[src/rtl/conv_disp_pkg.sv]
// conv_disp_pkg: shared types and constants for the convolution result display.
//   state_e      - display FSM states
//   SEG_0..SEG_9 - seven-segment codes, bits [6:0] = g..a, active-high
//   MAX_DISPLAY  - largest value shown before saturating
//   BCD_SHIFTS   - double-dabble iterations for a 7-bit binary value
`timescale 1ns/1ps
package conv_disp_pkg;

  typedef enum logic [2:0] {
    IDLE      = 3'd0,
    CONVERT   = 3'd1,
    SHOW_TENS = 3'd2,
    GAP_TENS  = 3'd3,
    SHOW_ONES = 3'd4,
    GAP_ONES  = 3'd5
  } state_e;

  localparam logic [6:0] SEG_0 = 7'h3F;
  localparam logic [6:0] SEG_1 = 7'h06;
  localparam logic [6:0] SEG_2 = 7'h5B;
  localparam logic [6:0] SEG_3 = 7'h4F;
  localparam logic [6:0] SEG_4 = 7'h66;
  localparam logic [6:0] SEG_5 = 7'h6D;
  localparam logic [6:0] SEG_6 = 7'h7D;
  localparam logic [6:0] SEG_7 = 7'h07;
  localparam logic [6:0] SEG_8 = 7'h7F;
  localparam logic [6:0] SEG_9 = 7'h6F;

  localparam int MAX_DISPLAY = 99;
  localparam int BCD_SHIFTS  = 7;

endpackage

[src/rtl/conv_result_display_seg7_decode.sv]
// seg7_decode: combinational BCD digit to seven-segment pattern.
//   bcd_i [3:0] in  - BCD digit; codes 10..15 produce a blank pattern
//   seg_o [6:0] out - segments g..a, active-high
`timescale 1ns/1ps
module seg7_decode
  import conv_disp_pkg::*;
(
  input  logic [3:0] bcd_i,
  output logic [6:0] seg_o
);

  always_comb begin
    seg_o = 7'h00;
    case (bcd_i)
      4'd0:    seg_o = SEG_0;
      4'd1:    seg_o = SEG_1;
      4'd2:    seg_o = SEG_2;
      4'd3:    seg_o = SEG_3;
      4'd4:    seg_o = SEG_4;
      4'd5:    seg_o = SEG_5;
      4'd6:    seg_o = SEG_6;
      4'd7:    seg_o = SEG_7;
      4'd8:    seg_o = SEG_8;
      4'd9:    seg_o = SEG_9;
      default: seg_o = 7'h00;
    endcase
  end

endmodule

[src/rtl/conv_result_display.sv]
// conv_result_display: captures the convolution sum, saturates it to 0..99,
// converts it to BCD with a 7-cycle double-dabble engine and cycles one
// seven-segment display through tens / blank / ones / blank.
//   clk        in  - system clock
//   rst_n      in  - asynchronous reset, active-high
//   data_in    in  - unsigned convolution sum, sampled on data_valid
//   data_valid in  - one-cycle strobe for data_in
//   busy       out - high while converting
//   bcd_out    out - {tens, ones} of the displayed value
//   bcd_valid  out - one-cycle pulse when bcd_out updates
//   overflow   out - captured value exceeded 99
//   seg_out    out - [6:0] segments g..a, [7] decimal point = overflow
`timescale 1ns/1ps
module conv_result_display
  import conv_disp_pkg::*;
#(
  parameter int DIGIT_CYCLES = 10_000_000,
  parameter int BLANK_CYCLES = 2_000_000,
  parameter int IN_W         = 36
) (
  input  logic            clk,
  input  logic            rst_n,
  input  logic [IN_W-1:0] data_in,
  input  logic            data_valid,
  output logic            busy,
  output logic [7:0]      bcd_out,
  output logic            bcd_valid,
  output logic            overflow,
  output logic [7:0]      seg_out
);

  localparam int MAX_DWELL = (DIGIT_CYCLES > BLANK_CYCLES) ? DIGIT_CYCLES : BLANK_CYCLES;
  localparam int CNT_W     = $clog2(MAX_DWELL + 1);
  localparam logic [CNT_W-1:0] DIGIT_LOAD = CNT_W'(DIGIT_CYCLES - 1);
  localparam logic [CNT_W-1:0] BLANK_LOAD = CNT_W'(BLANK_CYCLES - 1);

  state_e           state_q, state_d;
  logic [CNT_W-1:0] dwell_q, dwell_d;
  logic [2:0]       shcnt_q, shcnt_d;
  logic [6:0]       bin_q, bin_d;
  logic [7:0]       work_q, work_d;
  logic [7:0]       bcd_out_q, bcd_out_d;
  logic             bcd_valid_q, bcd_valid_d;
  logic             overflow_q, overflow_d;
  logic             busy_q, busy_d;
  logic [7:0]       seg_q, seg_d;

  logic [7:0]       adj;
  logic [14:0]      shifted;
  logic             capture;
  logic [6:0]       seg_tens, seg_ones;

  seg7_decode u_dec_tens (.bcd_i(bcd_out_d[7:4]), .seg_o(seg_tens));
  seg7_decode u_dec_ones (.bcd_i(bcd_out_d[3:0]), .seg_o(seg_ones));

  always_comb begin
    state_d     = state_q;
    dwell_d     = dwell_q;
    shcnt_d     = shcnt_q;
    bin_d       = bin_q;
    work_d      = work_q;
    bcd_out_d   = bcd_out_q;
    bcd_valid_d = 1'b0;
    overflow_d  = overflow_q;

    // One double-dabble step: correct nibbles >= 5, then shift left.
    adj = work_q;
    if (work_q[3:0] >= 4'd5) adj[3:0] = work_q[3:0] + 4'd3;
    if (work_q[7:4] >= 4'd5) adj[7:4] = work_q[7:4] + 4'd3;
    shifted = {adj, bin_q} << 1;

    // A strobe outside CONVERT always restarts, even on a dwell expiry cycle.
    capture = data_valid && (state_q != CONVERT);

    case (state_q)
      CONVERT: begin
        work_d  = shifted[14:7];
        bin_d   = shifted[6:0];
        shcnt_d = shcnt_q + 3'd1;
        if (shcnt_q == 3'(BCD_SHIFTS - 1)) begin
          shcnt_d     = 3'd0;
          bcd_out_d   = shifted[14:7];
          bcd_valid_d = 1'b1;
          dwell_d     = DIGIT_LOAD;
          state_d     = (shifted[14:11] == 4'd0) ? SHOW_ONES : SHOW_TENS;
        end
      end
      SHOW_TENS, SHOW_ONES, GAP_TENS, GAP_ONES: begin
        if (dwell_q != '0) begin
          dwell_d = dwell_q - 1'b1;
        end else begin
          case (state_q)
            SHOW_TENS: begin state_d = GAP_TENS; dwell_d = BLANK_LOAD; end
            GAP_TENS:  begin state_d = SHOW_ONES; dwell_d = DIGIT_LOAD; end
            SHOW_ONES: begin state_d = GAP_ONES; dwell_d = BLANK_LOAD; end
            default: begin
              state_d = (bcd_out_q[7:4] == 4'd0) ? SHOW_ONES : SHOW_TENS;
              dwell_d = DIGIT_LOAD;
            end
          endcase
        end
      end
      default: ;
    endcase

    if (capture) begin
      state_d    = CONVERT;
      dwell_d    = '0;
      shcnt_d    = 3'd0;
      work_d     = 8'h00;
      overflow_d = (data_in > IN_W'(MAX_DISPLAY));
      bin_d      = overflow_d ? 7'(MAX_DISPLAY) : data_in[6:0];
    end

    busy_d = (state_d == CONVERT);

    // Outputs are registered from the next state so they change with it.
    case (state_d)
      SHOW_TENS:          seg_d = {overflow_d, seg_tens};
      SHOW_ONES:          seg_d = {overflow_d, seg_ones};
      GAP_TENS, GAP_ONES: seg_d = {overflow_d, 7'h00};
      default:            seg_d = 8'h00;
    endcase
  end

  always_ff @(posedge clk or posedge rst_n) begin
    if (rst_n) begin
      state_q     <= IDLE;
      dwell_q     <= '0;
      shcnt_q     <= 3'd0;
      bin_q       <= 7'h00;
      work_q      <= 8'h00;
      bcd_out_q   <= 8'h00;
      bcd_valid_q <= 1'b0;
      overflow_q  <= 1'b0;
      busy_q      <= 1'b0;
      seg_q       <= 8'h00;
    end else begin
      state_q     <= state_d;
      dwell_q     <= dwell_d;
      shcnt_q     <= shcnt_d;
      bin_q       <= bin_d;
      work_q      <= work_d;
      bcd_out_q   <= bcd_out_d;
      bcd_valid_q <= bcd_valid_d;
      overflow_q  <= overflow_d;
      busy_q      <= busy_d;
      seg_q       <= seg_d;
    end
  end

  assign busy      = busy_q;
  assign bcd_out   = bcd_out_q;
  assign bcd_valid = bcd_valid_q;
  assign overflow  = overflow_q;
  assign seg_out   = seg_q;

endmodule

[config.mk]
export PLATFORM = sky130hd
export DESIGN_NAME = conv_result_display
export DESIGN_NICKNAME = d
export VERILOG_FILES = /design/src/rtl/conv_disp_pkg.sv /design/src/rtl/conv_result_display_seg7_decode.sv /design/src/rtl/conv_result_display.sv
export SDC_FILE = /design/constraint.sdc
export NUM_CORES = 1
export LEC_CHECK = 0
export ABC_CLOCK_PERIOD_IN_PS = 3750
export BUFFER_PORTS_ARGS = -buffer_cell sky130_fd_sc_hd__buf_4
export CAP_MARGIN = 40
export CORE_MARGIN = 4
export CORE_UTILIZATION = 40
export DETAILED_ROUTE_END_ITERATION = 8
export PLACE_DENSITY = 0.68
export SKIP_CTS_REPAIR_TIMING = 1
export SLEW_MARGIN = 20
export SYNTH_ARGS = -nofsm -noshare
export SYNTH_HDL_FRONTEND = slang
export SYNTH_SLANG_ARGS = --single-unit
[constraint.sdc]
create_clock -name clk -period 3.75 [get_ports clk]
set_input_delay 0.75 -clock clk [delete_from_list [all_inputs] [get_ports clk]]
set_output_delay 0.75 -clock clk [all_outputs]
set_load 0.02 [all_outputs]
==> flow_metrics.tcl <==
set metrics [dict create \
    synth.area.top_cells "dfrtp_1, o21ai_0, ha_1, nor2_1, nand2_1" \
    dieWidth_um 107 \
    grt_pass1_vias 3484 \
    wirelength_um 9770 \
    regToRegEndpoint "seg_out[6]" \
    fp.coreArea_um2 9330 \
    htree_levels 3 \
    pin_count 58 \
    synth_edf_count 0 \
    postRouteAntennaNets 0 \
    yosys_warnings 0 \
    maxSlewHeadroom_pct 51.4 \
    firstDrtPassIters 5 \
    cp-end-kind "flop" \
    crit_path_top_delay_cell "or3_1" \
    syn_area_per_cell_um2 8.99 \
    drcViolationCount 0 \
    synthArstFlopShare_pct 100 \
    p_leak_nw 2.11 \
    grt-ovfl-total 0 \
    clkSinkCount 64 \
    grt_max_degree 38 \
    yosysTopAreaCell "dfrtp_1" \
    synth_top_flop_cell "dfrtp_1" \
    layout.nets 542 \
    grt_pass1_wl_um 16500 \
    reg2reg_depth 9 \
    crit_type "flop to flop" \
    power_density_nw_per_um2 819 \
    peakVddDrop_uv 422 \
    cp.required_ps 4000 \
    grt_antenna_before_repair 0 \
    drive_above_1_share_pct 20.7 \
    max-clock-path-buffers 2 \
    rsz0062_at_grt "false" \
    rows 35 \
    min_path_type "primary input to async pin" \
    period_share_pct 84.1 \
    status "completed" \
    worstPathArrival_ps 3400 \
    cpLargestDelayFamily "simple AND/OR/NAND/NOR gates" \
    track_usage_pct 17.8 \
    avgViaCountPerCell 5.68 \
    area_delta_synth_final_pct 20.7 \
    cts_buffers 9 \
    finalSetupViolCount 0 \
    rrSetupSlack_ps 600 \
    portBuffers 57 \
    dp_slack_ps 635 \
    syn-instance-count 432 \
    final_cell_mix "buf_4, dfrtp_1, nor2_1" \
    antenna_cells 0 \
    design.die.area_um2 11300 \
    routedWlPerCell_um 15.7 \
    drtIter0Drc 185 \
    critPathLaunchType "flop" \
    final_common_cell "buf_4" \
    gp_congestion 0.898 \
    timing.rr.start "state_q[1]" \
    die_y_um 107 \
    netlist_area_um2 3880 \
    dp_hpwl_um 7070 \
    period_minus_slack_ps 3150 \
    synth_cell_types 68 \
    path_buf_inv 2 \
    clockRootBuffer "clkbuf_8" \
    worst_pin_slew_ps 723 \
    skew_ps 10.6 \
    cpPeakStageDelay_ps 590 \
    vias 3525 \
    setup_ws_ps 596 \
    maxCapViolations 0 \
    synth_seq_cells 64 \
    fmax_mhz 317 \
    path_cells "or3b_1, or3_1, clkinv_2, mux2i_1, inv_1, ha_1, and2_1, o21a_1, o32ai_1" \
    clk_latency_ps 350 \
    synth.net_count 486 \
    cts_tree "built" \
    critPathMaxFanout 16 \
    finalHoldViolCount 0 \
    yosys.area.top_type_share_pct 41.2 \
    finalSetupTns_ps 0 \
    start_util_pct 41.6 \
    ys_seq_area_share_pct 41.2 \
    clk_pin_slew_ps 70 \
    finalMaxSlewViolations 0 \
]
==> routing by layer <==
metal	GRT usage (%)	routed length (µm)	share of wire, %	vias to the layer above
met5	0	0	0	-
met4	7.21	242	2.5	0
met2	29.1	4750	49	107
met1	22.5	4300	44	1699
met3	4.43	474	4.9	26
li1	-	-	-	1693
==> worst reg2reg max path: stages (launching register included) <==
cell	delay [ps]
dfrtp_1	490
or3b_1	420
or3_1	590
clkinv_2	280
mux2i_1	400
inv_1	160
ha_1	220
and2_1	130
o21a_1	160
o32ai_1	220
==> synth_stat cells (4+ instances only) <==
cell and n:
a21o_1 6, o31ai_1 10, inv_1 27, o21ai_0 44
a31oi_1 7, mux2i_1 6, a211oi_1 5, clkbuf_1 11
buf_2 7, ha_1 15, nand3_1 6, nor2b_1 5
nor3_1 18, nand2b_1 4, and2_1 4, nor2_1 46
o32ai_1 5, nand2_1 30, xnor2_1 11, a22o_1 4
nor4_1 16, nand4_1 4, a21oi_1 16, dfrtp_1 64
==> metrics by stage <==
step                      instances  hold WS, ps  util, %  total power, mW  cell area, µm²
after floorplan                 432          441        -             2.57            3880
after global placement          605          453     47.6             3.07            4440
after detailed placement        606          467     47.7             3.12            4450
after CTS                       621          486     50.2             3.84            4690
after global routing            621          509     50.2             4.15            4690
final                           621          479     50.2             3.84            4690
==> registers in the layout, summed over array words and instances, names as in the netlist <==
signal	cells
seg_out	8
state_q	3
dwell_q	24
overflow	1
busy	1
shcnt_q	3
bcd_out	8
bin_q	7
work_q	8
bcd_valid	1
==> how the worst max path moves through the flow <==
stage	from	to	slack, ps	cells after the start
6_report	state_q[1]	seg_out[6]	600	9
5_1_grt	state_q[1]	seg_out[6]	380	9
4_1_cts	state_q[1]	seg_out[6]	590	9
3_5_place_dp	state_q[1]	seg_out[6]	640	9
3_3_place_gp	state_q[1]	seg_out[6]	760	9
2_1_floorplan	state_q[2]	seg_out[6]	710	13
==> final cells by class <==
class	instances	area [µm²]
well taps	129	161
clock inverters	2	60.1
flip-flops and latches	64	1600
multi-input cells	320	2090
fillers	843	4640
repair buffers	65	488
inverters	28	106
clock buffers	13	179
==> where the power goes <==
group | switching, mW | leakage (nW) | internal [mW]
Combinational | 1.16 | 1.17 | 0.767
Sequential | 0.261 | 0.822 | 0.948
Clock | 0.261 | 0.122 | 0.443
Total | 1.68 | 2.11 | 2.16
==> logic make-up after synthesis <==
family	after synthesis	synth area share (%)
AND/OR/NAND/NOR	154	20.4
AO/OA/AOI/OAI	132	23.9
flip-flops	64	41.2
buffers and inverters	48	5.09
adder cells (fa/ha/maj)	15	4.83
XOR/XNOR	12	2.71
multiplexers	7	1.84
Note: power is estimated with default switching activity, not from simulation.
